<file path="src/rtl/nnacc_pkg.sv">
// Shared types and constants for the requantization datapath.
// Holds operand/exponent widths, int32 clamp limits, the result struct
// and a helper that picks the clamp value from the operand sign.
package nnacc_pkg;

  localparam int DATA_W = 32;
  localparam int EXP_W  = 6;
  localparam int CNT_W  = 16;

  localparam logic [DATA_W-1:0] INT32_MAX = 32'h7FFF_FFFF;
  localparam logic [DATA_W-1:0] INT32_MIN = 32'h8000_0000;

  typedef struct packed {
    logic [DATA_W-1:0] product;
    logic              saturated;
  } result_t;

  // Clamp value for an overflowing result, chosen by the operand sign.
  function automatic logic [DATA_W-1:0] sat_value(input logic neg);
    return neg ? INT32_MIN : INT32_MAX;
  endfunction

endpackage

</file>
<file path="src/rtl/multiplier_by_powerof2_if.sv">
// Handshake bundle for the saturating multiply-by-power-of-two unit.
// Ports: input side (in_valid/in_ready/multiplicand/exponent), output side
// (out_valid/out_ready/product/saturated), debug counter (sat_count/sat_clr).
interface multiplier_by_powerof2_if;
  import nnacc_pkg::*;

  logic              in_valid;
  logic              in_ready;
  logic [DATA_W-1:0] multiplicand;
  logic [EXP_W-1:0]  exponent;
  logic              out_valid;
  logic              out_ready;
  logic [DATA_W-1:0] product;
  logic              saturated;
  logic [CNT_W-1:0]  sat_count;
  logic              sat_clr;

  // Upstream/downstream environment side.
  modport master (
    output in_valid, multiplicand, exponent, out_ready, sat_clr,
    input  in_ready, out_valid, product, saturated, sat_count
  );

  // Unit side.
  modport slave (
    input  in_valid, multiplicand, exponent, out_ready, sat_clr,
    output in_ready, out_valid, product, saturated, sat_count
  );

endinterface

</file>
<file path="src/rtl/sat_lshift_core.sv">
// Combinational saturating left-shift helper.
// Ports: operand/exponent in; shifted value (low 32 bits of operand << e),
// overflow (result does not fit int32) and operand sign out.
module sat_lshift_core
  import nnacc_pkg::*;
(
  input  logic [DATA_W-1:0] operand,
  input  logic [EXP_W-1:0]  exponent,
  output logic [DATA_W-1:0] shifted,
  output logic              overflow,
  output logic              sign
);

  logic [4:0]        sh_amt;
  logic [DATA_W-1:0] top_bits;

  assign sh_amt  = exponent[4:0];
  assign shifted = operand << sh_amt;
  assign sign    = operand[DATA_W-1];

  // An arithmetic right shift by (31-e) leaves exactly bits [31:31-e] in
  // the low positions, sign-extended; they are all equal iff the result is
  // all zeros or all ones. For e=0 this is just the sign bit, never overflow.
  assign top_bits = $signed(operand) >>> (5'd31 - sh_amt);

  always_comb begin
    overflow = 1'b0;
    if (exponent[EXP_W-1:5] != '0) begin
      // Shift of 32 or more: only zero survives.
      overflow = (operand != '0);
    end else begin
      overflow = !((top_bits == '0) || (top_bits == '1));
    end
  end

endmodule

</file>
<file path="src/rtl/multiplier_by_powerof2.sv">
// Streaming int32 * 2^e with clamping, two-stage pipeline, valid/ready.
// Ports: clk, rst (async, active-high), bus (slave side of the handshake
// bundle). Result 2 cycles after acceptance; in_ready drops only when both
// stages are full and the output is stalled.
module multiplier_by_powerof2
  import nnacc_pkg::*;
(
  input  logic                    clk,
  input  logic                    rst,
  multiplier_by_powerof2_if.slave bus
);

  logic              s1_valid_q, s1_valid_d;
  logic [DATA_W-1:0] s1_operand_q, s1_operand_d;
  logic [EXP_W-1:0]  s1_exponent_q, s1_exponent_d;
  logic              s1_ovf_q, s1_ovf_d;
  logic              s1_sign_q, s1_sign_d;
  logic              s2_valid_q, s2_valid_d;
  result_t           s2_res_q, s2_res_d;
  logic [CNT_W-1:0]  sat_count_q, sat_count_d;

  logic              s1_advance, s2_advance, sat_hs;
  logic              pre_ovf, pre_sign;
  logic [DATA_W-1:0] pre_shifted_unused;
  logic [DATA_W-1:0] s1_shifted;
  logic              s1_ovf_unused, s1_sign_unused;

  // Overflow and sign are resolved on the raw input so S2 only has a mux.
  sat_lshift_core u_pre (
    .operand  (bus.multiplicand),
    .exponent (bus.exponent),
    .shifted  (pre_shifted_unused),
    .overflow (pre_ovf),
    .sign     (pre_sign)
  );

  // The shift itself is done from the S1 registers.
  sat_lshift_core u_s1 (
    .operand  (s1_operand_q),
    .exponent (s1_exponent_q),
    .shifted  (s1_shifted),
    .overflow (s1_ovf_unused),
    .sign     (s1_sign_unused)
  );

  assign s2_advance = !s2_valid_q || bus.out_ready;
  assign s1_advance = !s1_valid_q || s2_advance;
  assign sat_hs     = s2_valid_q && bus.out_ready && s2_res_q.saturated;

  assign bus.in_ready  = s1_advance;
  assign bus.out_valid = s2_valid_q;
  assign bus.product   = s2_res_q.product;
  assign bus.saturated = s2_res_q.saturated;
  assign bus.sat_count = sat_count_q;

  always_comb begin
    s1_valid_d    = s1_valid_q;
    s1_operand_d  = s1_operand_q;
    s1_exponent_d = s1_exponent_q;
    s1_ovf_d      = s1_ovf_q;
    s1_sign_d     = s1_sign_q;
    s2_valid_d    = s2_valid_q;
    s2_res_d      = s2_res_q;
    sat_count_d   = sat_count_q;

    if (s1_advance) begin
      s1_valid_d = bus.in_valid;
      if (bus.in_valid) begin
        s1_operand_d  = bus.multiplicand;
        s1_exponent_d = bus.exponent;
        s1_ovf_d      = pre_ovf;
        s1_sign_d     = pre_sign;
      end
    end

    if (s2_advance) begin
      s2_valid_d = s1_valid_q;
      if (s1_valid_q) begin
        s2_res_d.product   = s1_ovf_q ? sat_value(s1_sign_q) : s1_shifted;
        s2_res_d.saturated = s1_ovf_q;
      end
    end

    // Clear wins over hold; a clear coinciding with a counted event
    // leaves that event counted.
    if (bus.sat_clr) begin
      sat_count_d = sat_hs ? CNT_W'(1) : '0;
    end else if (sat_hs && (sat_count_q != '1)) begin
      sat_count_d = sat_count_q + CNT_W'(1);
    end
  end

  always_ff @(posedge clk or posedge rst) begin
    if (rst) begin
      s1_valid_q    <= 1'b0;
      s1_operand_q  <= '0;
      s1_exponent_q <= '0;
      s1_ovf_q      <= 1'b0;
      s1_sign_q     <= 1'b0;
      s2_valid_q    <= 1'b0;
      s2_res_q      <= '0;
      sat_count_q   <= '0;
    end else begin
      s1_valid_q    <= s1_valid_d;
      s1_operand_q  <= s1_operand_d;
      s1_exponent_q <= s1_exponent_d;
      s1_ovf_q      <= s1_ovf_d;
      s1_sign_q     <= s1_sign_d;
      s2_valid_q    <= s2_valid_d;
      s2_res_q      <= s2_res_d;
      sat_count_q   <= sat_count_d;
    end
  end

endmodule

</file>
<file path="src/flat_wrapper.sv">
// flat-port wrapper written by rule: the top's interface ports become plain ports
module multiplier_by_powerof2_flat import nnacc_pkg::*;
  (clk, rst, bus_in_valid, bus_multiplicand, bus_exponent, bus_out_ready, bus_sat_clr, bus_in_ready, bus_out_valid, bus_product, bus_saturated, bus_sat_count);
  multiplier_by_powerof2_if bus_i ();
  input  logic clk;
  input  logic rst;
  input wire logic [$bits(bus_i.in_valid)-1:0] bus_in_valid;
  input wire logic [$bits(bus_i.multiplicand)-1:0] bus_multiplicand;
  input wire logic [$bits(bus_i.exponent)-1:0] bus_exponent;
  input wire logic [$bits(bus_i.out_ready)-1:0] bus_out_ready;
  input wire logic [$bits(bus_i.sat_clr)-1:0] bus_sat_clr;
  output wire logic [$bits(bus_i.in_ready)-1:0] bus_in_ready;
  output wire logic [$bits(bus_i.out_valid)-1:0] bus_out_valid;
  output wire logic [$bits(bus_i.product)-1:0] bus_product;
  output wire logic [$bits(bus_i.saturated)-1:0] bus_saturated;
  output wire logic [$bits(bus_i.sat_count)-1:0] bus_sat_count;
  assign bus_i.in_valid = bus_in_valid;
  assign bus_i.multiplicand = bus_multiplicand;
  assign bus_i.exponent = bus_exponent;
  assign bus_i.out_ready = bus_out_ready;
  assign bus_i.sat_clr = bus_sat_clr;
  assign bus_in_ready = bus_i.in_ready;
  assign bus_out_valid = bus_i.out_valid;
  assign bus_product = bus_i.product;
  assign bus_saturated = bus_i.saturated;
  assign bus_sat_count = bus_i.sat_count;
  multiplier_by_powerof2 u_core (.clk(clk), .rst(rst), .bus(bus_i));
endmodule
</file>
<file path="config.mk">
export PLATFORM = sky130hd
export DESIGN_NAME = multiplier_by_powerof2_flat
export DESIGN_NICKNAME = d
export VERILOG_FILES = /design/src/rtl/nnacc_pkg.sv /design/src/rtl/multiplier_by_powerof2_if.sv /design/src/rtl/sat_lshift_core.sv /design/src/rtl/multiplier_by_powerof2.sv /design/src/flat_wrapper.sv
export SDC_FILE = /design/constraint.sdc
export NUM_CORES = 1
export LEC_CHECK = 0
export BUFFER_PORTS_ARGS = -buffer_cell sky130_fd_sc_hd__clkbuf_2
export CAP_MARGIN = 25
export CORE_UTILIZATION = 45
export DETAILED_ROUTE_END_ITERATION = 6
export PLACE_DENSITY = 0.77
export RECOVER_POWER = 50
export REMOVE_ABC_BUFFERS = 1
export SYNTH_ARGS = -nofsm -noshare
export SYNTH_HDL_FRONTEND = slang
export SYNTH_SLANG_ARGS = --single-unit
</file>
<file path="constraint.sdc">
create_clock -name clk -period 2.54 [get_ports clk]
set_input_delay 0.254 -clock clk [delete_from_list [all_inputs] [get_ports clk]]
set_output_delay 0.254 -clock clk [all_outputs]
set_load 0.01 [all_outputs]
</file>
# Word level (Yosys, flattened, before mapping)
# Cells that the tools add are included.
# classes
addsub	2
eq_ne	2
shifts	2
n_mux	6
reduce_logical	14
# ops
operator	count
2-to-1 mux 32 bit	2
equality test 32 bit, second input constant	1
zero test 32 bit	1
2-to-1 mux 16 bit	2
nonzero test 32 bit	1
left shift 32 x 5 -> 32 bit	1
>>> shifter 32 x 5 -> 32 bit	1
adder 16 x 1 -> 16 bit, second input constant	1
!= test 16 bit, second input constant	1
subtractor 5 bit, first input constant	1
AND reduction 2 bit	2
logical AND 1 bit	3
zero test 1 bit	3
logical OR 1 bit	3
2-to-1 mux 1 bit	2
nonzero test 2 bit	1
# word_totals
register_bits	90
inputBits	43
output_inout_bits	51
elab_cells	35

# Depth between registers and ports, before layout
# logic_depth
ltp_word	6
mapped_depth	12

# Modules after synthesis
# From an unflattened synthesis, not the netlist that was laid out.
# hier_totals
hier_cells	1134
area_unflattened_um2	10054.6
# modules_own_cells
module	instances	cells_per_inst	area_each_um2
sat_lshift_core	2	401	3104.2
multiplier_by_powerof2	1	332	3846.2

# Worst setup path after synthesis
# No wires, ideal clock.
# synth_path
path_kind	input port to flip-flop
startpoint	input bus_exponent[0]
endpoint	register u_core.s1_ovf_q
arrival_ns	2.391
required_ns	2.412
path_slack_ns	0.022
stages	10
path_cell_list	buf_6 > buf_12 > buf_12 > mux2i_1 > mux4_2 > o221ai_2 > nand4_1 > or4b_1 > nor4_1 > o21ai_1
# synth_between
elab_chain_len	6
elab_cells_between_ends	7
classes_between	add/sub (1); eq/ne (1); shift (1); mux (1); reduce/logical (3)
# synth_rtl
element	line	source
start, declared	flat_wrapper.sv:9	input wire logic [$bits(bus_i.exponent)-1:0] bus_exponent;
subtractor 5 bit (*)	sat_lshift_core.sv:24	assign top_bits = $signed(operand) >>> (5'd31 - sh_amt);
>>> shifter 32 x 5 -> 32 bit (*)	sat_lshift_core.sv:24	
equality test 32 bit / zero test 32 bit (equally long branches)	sat_lshift_core.sv:32	overflow = !((top_bits == '0) || (top_bits == '1));
logical OR 1 bit (*)	sat_lshift_core.sv:32	
zero test 1 bit (*)	sat_lshift_core.sv:32	
2-to-1 mux 1 bit (*)	sat_lshift_core.sv:28	if (exponent[EXP_W-1:5] != '0) begin
end signal, assigned	multiplier_by_powerof2.sv:107	s1_ovf_q <= s1_ovf_d;
end, declared	multiplier_by_powerof2.sv:16	logic s1_ovf_q, s1_ovf_d;
# Mark *: on every way between the ends. The rest lies on a longest branch, timed or not.
# A chain may end at the register's enable or synchronous reset.

# Worst setup path in the final report
# Ends and elaborated chain as after synthesis.

==> summary by stage <==
Min path
The startpoint identified for the worst hold timing path is bus_in_valid. The worst min-delay path category is input pin to flip-flop. The path with the worst hold slack has its endpoint at u_core.s1_valid_q. The number of stages on the worst hold path is 2.

Critical path
The worst register-to-register path begins at u_core.s1_exponent_q[0]. The data required time at the worst endpoint is between 2 and 3 ns. Of all nets on the critical path, the largest fanout is 8. The worst register-to-register path has a setup slack of ~0.24 ns.

The worst path arrival time is between 2 and 3 ns. The endpoint of the lowest-slack register-to-register path is u_core.bus.product[25]. The cell count of the worst reg-to-reg path is 10. The kind of critical path is input pin to flip-flop. The capturing element type of the critical path is a flip-flop.

The kind of launch point of the worst setup path is an input pin.

Placed design
The sum of net half-perimeters after detailed placement is 17300 um. The number of cells after detailed placement is between 1000 and 1500. The number of port buffers is just over 90. The final weighted congestion of routability-driven global placement is 0.992. The worst setup slack after placement is -0.311 ns.

Timing
Across all setup checks in the final design, the least slack found is a little over 0.05 ns. The period utilization is 0.980. The count of endpoints failing hold in the final timing report was 0. In this run the tightest slew margin relative to its limit is -0.236. The clock period minus final worst setup slack is between 2 and 2.5 ns. The number of setup violations in the final report is 0. The achievable clock frequency is about 0.4 GHz. The number of max-slew violations in the final report is 42. The clock tree skew after final layout is between 0.004 and 0.005 ns. Setup total negative slack on the finished layout was measured at 0 ns. Setup repair after global routing could not meet its margin everywhere. The final hold slack is 0.139 ns.

The slew of the pin with the lowest slew margin is approximately 1.8 ns.

Layout
Fill cells in the final layout number approximately 1400. The filler-free cell count of the finished design is ~1200. The number of nets in the layout is between 900 and 1000.

The final standard cell utilization of the core is 0.571. Summing all multi-input logic gate instances after layout gives ~4800 um2. The antenna diode count is 0. From synthesis to final layout, the design area changed by 23.1%. The fraction of layout cells with a size suffix above 1 is 0.353. Registers take ~2200 um2.

Power
The reported leakage power is 3.86 nW. Dividing total power by cell area gives a power density of approximately 580 nW/um2. The worst voltage drop across the vdd grid is roughly 440 uV.

Clock tree
The clock tree synthesis step divided the H-tree into 3 levels. The clock latency on the worst-skew pair is 0.35 ns. The register clock-pin slew on the reported worst setup and hold paths is ~0.070 ns.

The longest clock path from root to sink contains 2 buffers. The clock buffer count from CTS is 9. TritonCTS built the clock tree.

Post-CTS timing repair inserted 0 buffers for setup. CTS saw 89 sinks. In this run the clock root is driven by a sky130_fd_sc_hd__clkbuf_16.

Route
The wire length reported by the detailed router is approximately 22000 um. The length of the first detailed-routing pass in iterations is 5. After detailed routing, the number of remaining DRC violations is 0.

Using the TritonRoute via totals, the vias-per-cell ratio works out to just over 6. The total vias in the final route is between 7000 and 8000. The number of nets with antenna violations after detailed routing is 0. The detailed router finished its first iteration with about 760 violations. After detailed routing, the average wire length per cell comes to between 15 and 20 um.

Synth
After synthesis, the cell types taking the most area are sky130_fd_sc_hd__dfrtp_1 30%, sky130_fd_sc_hd__mux4_2 11%, sky130_fd_sc_hd__mux2_2 9.1%, sky130_fd_sc_hd__mux2i_1 6.1%, sky130_fd_sc_hd__nand2_1 3.9%. The most frequently used flop master after synthesis is sky130_fd_sc_hd__dfrtp_1. The count of flip-flops with a built-in enable after synthesis is 0. The proportion of register bits with asynchronous set or reset after synthesis is 1.00.

For this run, the register share of the synthesized area comes to 0.300. The post-synthesis cell type count is 70. The flip-flop and latch count after synthesis is 89. The synthesized design spends more area on one cell type than any other, namely sky130_fd_sc_hd__dfrtp_1.

For this run, the number of Yosys warnings is 0. The post-synthesis instance total is between 700 and 800. After synthesis the cells add up to 7420 um2. Of the post-synthesis cell area, the dominant cell type holds 0.300.

After synthesis, the mean cell area works out to between 9 and 10 um2.

Floorplan
The core region is 16000 um2. The floorplan row count is 46. The number of ports placed on the die boundary is 94. The initial utilization of the core area, before any placement, comes to 0.464. The die boundary width is about 130 um. The total die area is 17000 um2. In this run the vertical extent of the chip is roughly 130 um.

Run status
The flow ran to the end, but the final reports show violations. The final reports fail on max-capacitance violations, max-slew violations.

Global routing
The largest net degree at the start of global routing is 49. The first global-routing pass estimated between 30000 and 40000 um of wire. Across every metal layer, demand over resource in global routing totals 0.274.

Global routing finished with a remaining overflow of 0. The via count of the first global-routing pass is approximately 6600. The number of antenna violations at the first check in global routing is 0.

Job
The max-capacitance violation count is 1.
## how the worst max path moves through the flow
| stage | startpoint | endpoint | slack [ns] | cells past startpoint |
|---|---|---|---|---|
| 2_1_floorplan | u_core.s1_exponent_q[0] | u_core.bus.product[31] | -0.31 | 5 |
| 3_3_place_gp | bus_exponent[0] | u_core.s1_ovf_q | -0.26 | 10 |
| 3_5_place_dp | bus_exponent[0] | u_core.s1_ovf_q | -0.31 | 10 |
| 4_1_cts | bus_exponent[0] | u_core.s1_ovf_q | 0.06 | 10 |
| 5_1_grt | bus_exponent[0] | u_core.s1_ovf_q | -0.04 | 10 |
| 6_report | bus_exponent[0] | u_core.s1_ovf_q | 0.05 | 10 |
## placed cells by master, fill, tap and decap left out, types with 10 or more instances in the layout
cell                         n
sky130_fd_sc_hd__a211oi_1   13
sky130_fd_sc_hd__a21oi_1    46
sky130_fd_sc_hd__a31oi_1    12
sky130_fd_sc_hd__buf_4     129
sky130_fd_sc_hd__clkbuf_1   24
sky130_fd_sc_hd__clkbuf_2   69
sky130_fd_sc_hd__dfrtp_1    88
sky130_fd_sc_hd__inv_1      10
sky130_fd_sc_hd__mux2_2     60
sky130_fd_sc_hd__mux2i_1    45
sky130_fd_sc_hd__mux4_2     37
sky130_fd_sc_hd__nand2_1    78
sky130_fd_sc_hd__nand2b_1   12
sky130_fd_sc_hd__nand3_1    20
sky130_fd_sc_hd__nand4_1    13
sky130_fd_sc_hd__nor2_1     72
sky130_fd_sc_hd__nor2b_1    15
sky130_fd_sc_hd__nor4_1     13
sky130_fd_sc_hd__o21ai_0    29
sky130_fd_sc_hd__xor2_1     12
## stage by stage
step                cell area [um2]  power [mW]
floorplan                      7020        3.14
global placement               8870        4.02
detailed placement             8870        4.05
CTS                            9150        5.32
global route                   9140        5.62
finish                         9140        5.31
## repair_timing
action / CTS / global route
gates resized for setup: 0 / 4
hold endpoints to repair: 0 / 0
hold buffers: 0 / 0
endpoints found under the setup margin: 0 / 6
## where the power goes
part,internal [mW],switching (mW),leakage (nW)
registers,1.66,0.225,1.06
logic,1.02,1.15,2.67
clock network,0.671,0.589,0.134
## metal layers
metal,global-route usage,share of wire
met1,0.397,0.45
met2,0.428,0.46
met3,0.0399,0.076
met4,0.0798,0.016
met5,0,0
## worst max-delay path, stage by stage
cell and delay, ns:
sky130_fd_sc_hd__clkbuf_2 0.21, sky130_fd_sc_hd__buf_4 0.23, sky130_fd_sc_hd__mux4_1 0.59, sky130_fd_sc_hd__mux2i_1 0.30, sky130_fd_sc_hd__a211oi_1 0.13, sky130_fd_sc_hd__a211o_1 0.30, sky130_fd_sc_hd__nor4_1 0.33, sky130_fd_sc_hd__nand4_1 0.12
sky130_fd_sc_hd__o21ai_0 0.18, sky130_fd_sc_hd__o21ai_1 0.08
## state kept, by name, summed over array words and instances, names as in the netlist
signal and count:
u_core.bus.out_valid 1, u_core.bus.product 32, u_core.bus.sat_count 16, u_core.bus.saturated 1
u_core.s1_exponent_q 5, u_core.s1_operand_q 32, u_core.s1_ovf_q 1, u_core.s1_valid_q 1
## cells by family (layout without fill, tap and decap cells)
family	count (synthesis)	count (layout)	synth area share
simple gates	257	257	0.165
compound gates	179	179	0.161
mux	151	151	0.296
flops	89	89	0.300
buf+inv	78	257	0.0609
xor+xnor	13	13	0.0153
fa+ha+maj	1	1	0.00169
## cell usage after synthesis (3+ instances only)
master	n
sky130_fd_sc_hd__nor2_1	72
sky130_fd_sc_hd__a31oi_1	12
sky130_fd_sc_hd__nor4_1	13
sky130_fd_sc_hd__a211oi_1	13
sky130_fd_sc_hd__a21oi_1	47
sky130_fd_sc_hd__a211o_1	3
sky130_fd_sc_hd__o31a_1	3
sky130_fd_sc_hd__buf_1	6
sky130_fd_sc_hd__o211ai_1	7
sky130_fd_sc_hd__mux2i_1	45
sky130_fd_sc_hd__nor2b_1	15
sky130_fd_sc_hd__and2_1	9
sky130_fd_sc_hd__mux2_2	60
sky130_fd_sc_hd__dfrtp_1	89
sky130_fd_sc_hd__o21a_1	9
sky130_fd_sc_hd__nand4_1	13
sky130_fd_sc_hd__o221ai_1	10
sky130_fd_sc_hd__o22a_1	3
sky130_fd_sc_hd__buf_2	8
sky130_fd_sc_hd__mux4_2	37
sky130_fd_sc_hd__o22ai_1	9
sky130_fd_sc_hd__nand2b_1	12
sky130_fd_sc_hd__o21ai_0	29
sky130_fd_sc_hd__xor2_1	12
sky130_fd_sc_hd__nand2_1	78
sky130_fd_sc_hd__o32ai_1	4
sky130_fd_sc_hd__inv_1	11
sky130_fd_sc_hd__or2_2	3
sky130_fd_sc_hd__a22oi_1	4
sky130_fd_sc_hd__nor3_1	5
sky130_fd_sc_hd__buf_6	11
sky130_fd_sc_hd__mux4_1	9
sky130_fd_sc_hd__clkbuf_1	35
sky130_fd_sc_hd__and4_1	3
sky130_fd_sc_hd__a22o_1	3
sky130_fd_sc_hd__nand3_1	20
## area by class of cell
type,count,area share
multi-input cells,601,0.522
flip-flops and latches,89,0.244
repair buffers,229,0.169
well taps,216,0.0296
clock buffers,9,0.0246
clock inverters,7,0.00589
inverters,12,0.00507
No activity file was read; power rests on OpenSTA's default activity.
